**src/rtl/instr_fetch_unit.sv**
```systemverilog
// Instruction fetch stage: owns the PC, reads instruction memory into the IR and
// exposes the IR fields decoded by the multicycle control FSM.
module instr_fetch_unit #(
   parameter int                ADDR_W   = 16,
   parameter int                MEM_LAT  = 2,
   parameter logic [ADDR_W-1:0] RESET_PC = '0
) (
   input  logic              clk,
   input  logic              reset,
   input  logic              fetch_req,
   input  logic              pc_en,
   input  logic              branch_en,
   input  logic              jmp_en,
   input  logic [ADDR_W-1:0] jmp_target,
   output logic [ADDR_W-1:0] mem_addr,
   output logic              mem_rd,
   input  logic [15:0]       mem_rdata,
   output logic              busy,
   output logic              ir_valid,
   output logic [ADDR_W-1:0] pc,
   output logic [ADDR_W-1:0] link_addr,
   output logic [3:0]        opCode1,
   output logic [3:0]        conditionCode,
   output logic [3:0]        opCode2,
   output logic [3:0]        shiftAmt,
   output logic [7:0]        imm8
);

   typedef enum logic [1:0] {
      S_IDLE,
      S_ADDR,
      S_WAIT,
      S_LATCH
   } state_t;

   // Last WAIT cycle: the read data is valid MEM_LAT cycles after the mem_rd cycle.
   localparam logic [2:0] CNT_LAST = 3'(MEM_LAT - 1);

   state_t              state_q;
   logic [2:0]          cnt_q;
   logic [ADDR_W-1:0]   mem_addr_q;
   logic                mem_rd_q;
   logic                busy_q;
   logic                ir_valid_q;
   logic [15:0]         ir_q;
   logic [ADDR_W-1:0]   pc_q;
   logic [ADDR_W-1:0]   pc_d;

   // NOTE: every always_comb output gets a default first so no path can infer a latch.
   always_comb begin
      pc_d = pc_q;
      if (pc_en) begin
         if (jmp_en)
            pc_d = jmp_target;
         else if (branch_en)
            pc_d = pc_q + {{(ADDR_W-8){ir_q[7]}}, ir_q[7:0]};
         else
            pc_d = pc_q + ADDR_W'(1);
      end
   end

   // NOTE: sequential state uses non-blocking assignments so all registers update together.
   always_ff @(posedge clk) begin
      if (!reset)
         pc_q <= RESET_PC;
      else
         pc_q <= pc_d;
   end

   // The address is captured on entry to ADDR so it is valid alongside mem_rd and
   // is unaffected by later PC updates; the IR loads on entry to LATCH so the fields
   // are valid in the same cycle as ir_valid.
   always_ff @(posedge clk) begin
      if (!reset) begin
         state_q    <= S_IDLE;
         cnt_q      <= '0;
         mem_addr_q <= '0;
         mem_rd_q   <= 1'b0;
         busy_q     <= 1'b0;
         ir_valid_q <= 1'b0;
         ir_q       <= '0;
      end else begin
         mem_rd_q   <= 1'b0;
         ir_valid_q <= 1'b0;
         case (state_q)
            S_IDLE: begin
               if (fetch_req) begin
                  state_q    <= S_ADDR;
                  mem_addr_q <= pc_q;
                  mem_rd_q   <= 1'b1;
                  busy_q     <= 1'b1;
               end
            end
            S_ADDR: begin
               state_q <= S_WAIT;
               cnt_q   <= '0;
            end
            S_WAIT: begin
               if (cnt_q != CNT_LAST) begin
                  cnt_q <= cnt_q + 3'd1;
               end else begin
                  state_q    <= S_LATCH;
                  ir_q       <= mem_rdata;
                  ir_valid_q <= 1'b1;
               end
            end
            S_LATCH: begin
               state_q <= S_IDLE;
               busy_q  <= 1'b0;
            end
            default: begin
               state_q <= S_IDLE;
               busy_q  <= 1'b0;
            end
         endcase
      end
   end

   assign mem_addr      = mem_addr_q;
   assign mem_rd        = mem_rd_q;
   assign busy          = busy_q;
   assign ir_valid      = ir_valid_q;
   assign pc            = pc_q;
   assign link_addr     = pc_q + ADDR_W'(1);
   assign opCode1       = ir_q[15:12];
   assign conditionCode = ir_q[11:8];
   assign opCode2       = ir_q[7:4];
   assign shiftAmt      = ir_q[3:0];
   assign imm8          = ir_q[7:0];

endmodule

```
**config.mk**
```make
export PLATFORM = sky130hd
export DESIGN_NAME = instr_fetch_unit
export DESIGN_NICKNAME = d
export VERILOG_FILES = /design/src/rtl/instr_fetch_unit.sv
export SDC_FILE = /design/constraint.sdc
export NUM_CORES = 1
export LEC_CHECK = 0
export ABC_AREA = 1
export BUFFER_PORTS_ARGS = -buffer_cell sky130_fd_sc_hd__buf_2
export CORE_ASPECT_RATIO = 0.6
export CORE_UTILIZATION = 50
export CTS_CLUSTER_SIZE = 25
export DETAILED_ROUTE_END_ITERATION = 7
export PLACE_DENSITY = 0.81
export SYNTH_ARGS = -nofsm -noshare
export SYNTH_HDL_FRONTEND = slang
export SYNTH_SLANG_ARGS = --single-unit
```
**constraint.sdc**
```tcl
create_clock -name clk -period 3.2 [get_ports clk]
set_input_delay 0.64 -clock clk [delete_from_list [all_inputs] [get_ports clk]]
set_output_delay 0.64 -clock clk [all_outputs]
set_load 0.005 [all_outputs]
```
==> results.md <==
| Metric | This run |
| --- | --- |
| Avg Inst Size Synth | 6.483 sq um |
| Internal power contribution | 0.001335 W |
| Area growth syn-to-layout | 18.89% |
| Class of the most critical setup path | reg2out |
| Unique cell type count in the Yosys netlist | 36 |
| Die height | 68.18 microns |
| Post-detail-place hpwl | 8.115 mm |
| Final number of setup-violating endpoints | 0 |
| Violation count after the first detailed-routing iteration | 389 |
| Total track usage | 28.74% |
| Category of the worst setup path launch point | flop |
| Share of the clock period used by the worst path after layout | 79.51% |
| Worst slew margin relative to its limit | 58.04% |
| Min-delay worst type | reg2reg |
| Initial antenna violation count | 0 |
| Gpl congestion | 0.9132 |
| Most common cell after layout, fill and taps aside | sky130_fd_sc_hd__nand2_1 |
| Design Area, Final | 0.004339 sq mm |
| Filler instances | 642 |
| Top area cells in the synthesized netlist | sky130_fd_sc_hd__dfxtp_1 31%, sky130_fd_sc_hd__nand2_1 16%, sky130_fd_sc_hd__a21oi_1 9.6%, sky130_fd_sc_hd__inv_1 7.8%, sky130_fd_sc_hd__ha_1 7.5% |
| Violated checks | DRC |
| Vias in the first global route | 3481 |
| Element type at the critical path end | primary output |
| Power per cell area | 478.2 mW/mm^2 |
| Via density per instance | 5.352 |
| Slew of the pin with the lowest slew margin | 0.6255 ns |
| Chip Width | 112.3 microns |
| Sink Count | 56 |
| Net Sw Power | 0.0007400 W |
| Setup TNS Final | 0 ns |
| Average wire per standard cell | 14.24 microns |
| Wire length of the first global-routing pass | 17.04 mm |
| Number of max-cap violations | 0 |
| Hold-fix buffers, CTS | 0 |
| Fraction of power spent switching nets | 35.66% |
| Clock latency reported for the late side of the worst-skew pair | 0.30 ns |
| Result of the run | finished with violations |
| Number of buffers created by CTS | 5 |
| Initial Utilization | 53.29% |
| Die Footprint | 0.007657 sq mm |
| #FFs+latches synth | 56 |
| Number of cells upsized or downsized after cts | 0 |
| Clock tree from TritonCTS | yes |
| Required time reported for the critical path endpoint | 2.56 ns |
| Antenna diodes | 0 |
| Design Power | 0.002075 W |
| Leakage component of the power | 2.311 nW |
| Total congestion overflow | 0 |
| Number of warnings issued by yosys | 0 |
| Placed inst area | 0.004193 sq mm |
| Worst R2R End | mem_addr[8] |
| Max-slew violation count | 0 |
| Syn Std Cell Area | 0.003650 sq mm |
| Number of iterations in the first detailed-routing pass | 7 |
| Number of instances in the synthesized netlist | 563 |
| Clk pin slew, worst setup/hold paths | 0.08 ns |
| H-tree levels | 2 |
| Clock tree root buffer cell | sky130_fd_sc_hd__clkbuf_16 |
| Relative contribution of the clock network to total power | 27.8% |
| Sequential fraction of the synthesis area | 30.72% |
| Post-layout nets | 720 |
| Top-level I/O count | 113 |
| Reg2reg setup slack | 1.07 ns |
| Crit-path max FO | 7 |
| Crit path time final | 2.544 ns |
| Share of layout cells above drive strength 1 | 20.91% |
| Cell taking the most area after synthesis | sky130_fd_sc_hd__dfxtp_1 |
| Core region area | 0.006849 sq mm |
| Via Count | 3998 |
| Maximum number of buffers from clock root to sink | 2 |
| Worst clock skew | 0.008696 ns |
| Commonest cells after routing, fill and taps aside | 151 x sky130_fd_sc_hd__nand2_1, 112 x sky130_fd_sc_hd__buf_2, 76 x sky130_fd_sc_hd__inv_1 |
| Total wirelength of the detailed-routed design | 10.64 mm |
| # Post-CTS Setup Buffers | 0 |
| Largest vdd supply drop | 253.8 uV |
| Capture point of the critical path | link_addr[6] |
| Mapped Nets | 624 |
| Part of the power in registers | 43.2% |
| Num rows | 23 |
| Count of final hold-check violations | 0 |
| DRC errors left | 8 |
| Launch point of the worst reg-to-reg path | state_q[0] |
| Arrival time of data at the critical path endpoint | 1.90 ns |
| Quantity of I/O buffers inserted on ports | 112 |
| Highest clock frequency the design can meet | 393.0 MHz |
| Combinational share of power | 29.1% |
| Largest net degree at the start of global routing | 35 |
| Crit. Startpoint | pc[1] |
| Number of cell instances on the worst register-to-register path | 6 |
| RSZ-0062 raised after global routing | no |
| Top cell type's share of synthesized area | 30.72% |
| Antenna Violating Nets Remaining | 0 |
power by group through the flow:
stage               clock network, W  registers [W]  logic, W
floorplan                          0       0.000897  0.000374
global placement                   0       0.000904  0.000571
detailed placement                 0       0.000907  0.000592
CTS                         0.000573       0.000893  0.000599
global route                0.000609       0.000909  0.000682
finish                      0.000576       0.000896  0.000603
worst min path at each step:
| stage | slack (ns) | depth (start not counted) | start | to |
|---|---|---|---|---|
| floorplan | 0.46 | 1 | cnt_q[0] | cnt_q[0] |
| global placement | 0.45 | 2 | ir_q[15] | ir_q[15] |
| detailed placement | 0.46 | 2 | ir_q[9] | ir_q[9] |
| CTS | 0.47 | 2 | ir_q[9] | ir_q[9] |
| global route | 0.50 | 2 | ir_q[9] | ir_q[9] |
| finish | 0.47 | 2 | ir_q[9] | ir_q[9] |
cells in the mapped netlist:
| master | instances |
|---|---|
| sky130_fd_sc_hd__o211ai_1 | 7 |
| sky130_fd_sc_hd__nand4_1 | 5 |
| sky130_fd_sc_hd__o22ai_1 | 1 |
| sky130_fd_sc_hd__nand2_2 | 3 |
| sky130_fd_sc_hd__nor3_1 | 3 |
| sky130_fd_sc_hd__xnor2_1 | 4 |
| sky130_fd_sc_hd__buf_4 | 8 |
| sky130_fd_sc_hd__inv_2 | 3 |
| sky130_fd_sc_hd__dfxtp_1 | 56 |
| sky130_fd_sc_hd__o21ai_0 | 37 |
| sky130_fd_sc_hd__nand2_1 | 151 |
| sky130_fd_sc_hd__or2_2 | 1 |
| sky130_fd_sc_hd__buf_2 | 2 |
| sky130_fd_sc_hd__o21ai_1 | 4 |
| sky130_fd_sc_hd__nor2_1 | 34 |
| sky130_fd_sc_hd__o21bai_1 | 1 |
| sky130_fd_sc_hd__ha_1 | 22 |
| sky130_fd_sc_hd__xor2_1 | 8 |
| sky130_fd_sc_hd__nand3b_1 | 1 |
| sky130_fd_sc_hd__and2_1 | 1 |
| sky130_fd_sc_hd__nor2_2 | 3 |
| sky130_fd_sc_hd__a21oi_1 | 70 |
| sky130_fd_sc_hd__a21oi_2 | 3 |
| sky130_fd_sc_hd__fa_1 | 1 |
| sky130_fd_sc_hd__nand3_2 | 1 |
| sky130_fd_sc_hd__nor3_4 | 1 |
| sky130_fd_sc_hd__a221oi_1 | 1 |
| sky130_fd_sc_hd__clkinv_1 | 3 |
| sky130_fd_sc_hd__nand3_1 | 33 |
| sky130_fd_sc_hd__o211a_1 | 1 |
| sky130_fd_sc_hd__inv_1 | 76 |
| sky130_fd_sc_hd__buf_6 | 2 |
| sky130_fd_sc_hd__clkbuf_1 | 11 |
| sky130_fd_sc_hd__or2_1 | 2 |
| sky130_fd_sc_hd__nor3_2 | 1 |
| sky130_fd_sc_hd__buf_1 | 2 |
critical path: stages (launching register included):
cell and delay, ns:
sky130_fd_sc_hd__dfxtp_1 0.49, sky130_fd_sc_hd__ha_1 0.26, sky130_fd_sc_hd__nand2_2 0.10, sky130_fd_sc_hd__nor3_4 0.32
sky130_fd_sc_hd__xor2_1 0.27, sky130_fd_sc_hd__buf_2 0.16
layout make-up:
type	instances	area [sq um]	area share, %
Clock buffer	5	125.1	2.884
Sequential cell	56	1121	25.84
Clock inverter	3	21.27	0.4902
Inverter	82	307.8	7.093
Multi-Input combinational cell	400	2079	47.92
Tap cell	87	108.9	2.509
Timing Repair Buffer	114	575.6	13.26
routing by layer:
| layer | track usage (%) | part of all wire [%] | wire length, microns |
|---|---|---|---|
| met2 | 46.89 | 42 | 4449 |
| met4 | 7.500 | 1.3 | 137 |
| met5 | 0 | 0 | 0 |
| met1 | 39.16 | 46 | 4923 |
| met3 | 5.934 | 11 | 1127 |
through the flow:
stage | instances | setup slack [ns] | util [%] | hold WS, ns
2_1_floorplan | 563 | 1.324 | - | 0.4605
4_1_cts | 747 | 0.6626 | 63.35 | 0.4703
6_report | 747 | 0.6557 | 63.35 | 0.4687
3_5_place_dp | 739 | 0.9953 | 61.22 | 0.4579
3_3_place_gp | 739 | 1.053 | 61.22 | 0.4491
5_1_grt | 747 | 0.5462 | 63.35 | 0.5004
sequential cells by signal, summed over array words and instances, names as in the netlist:
| name | count |
|---|---|
| mem_addr | 16 |
| state_q | 2 |
| busy | 1 |
| mem_rd | 1 |
| cnt_q | 3 |
| ir_valid | 1 |
| pc | 16 |
| ir_q | 16 |
cells by family (layout without fill, tap and decap cells):
family	Yosys count	in the layout	synth area share [%]
buf+inv	107	204	12.31
flops	56	56	30.72
xor+xnor	12	12	2.880
fa+ha+maj	23	23	8.090
simple gates	240	240	27.73
compound gates	125	125	18.27
No activity file was read; power rests on OpenSTA's default activity.
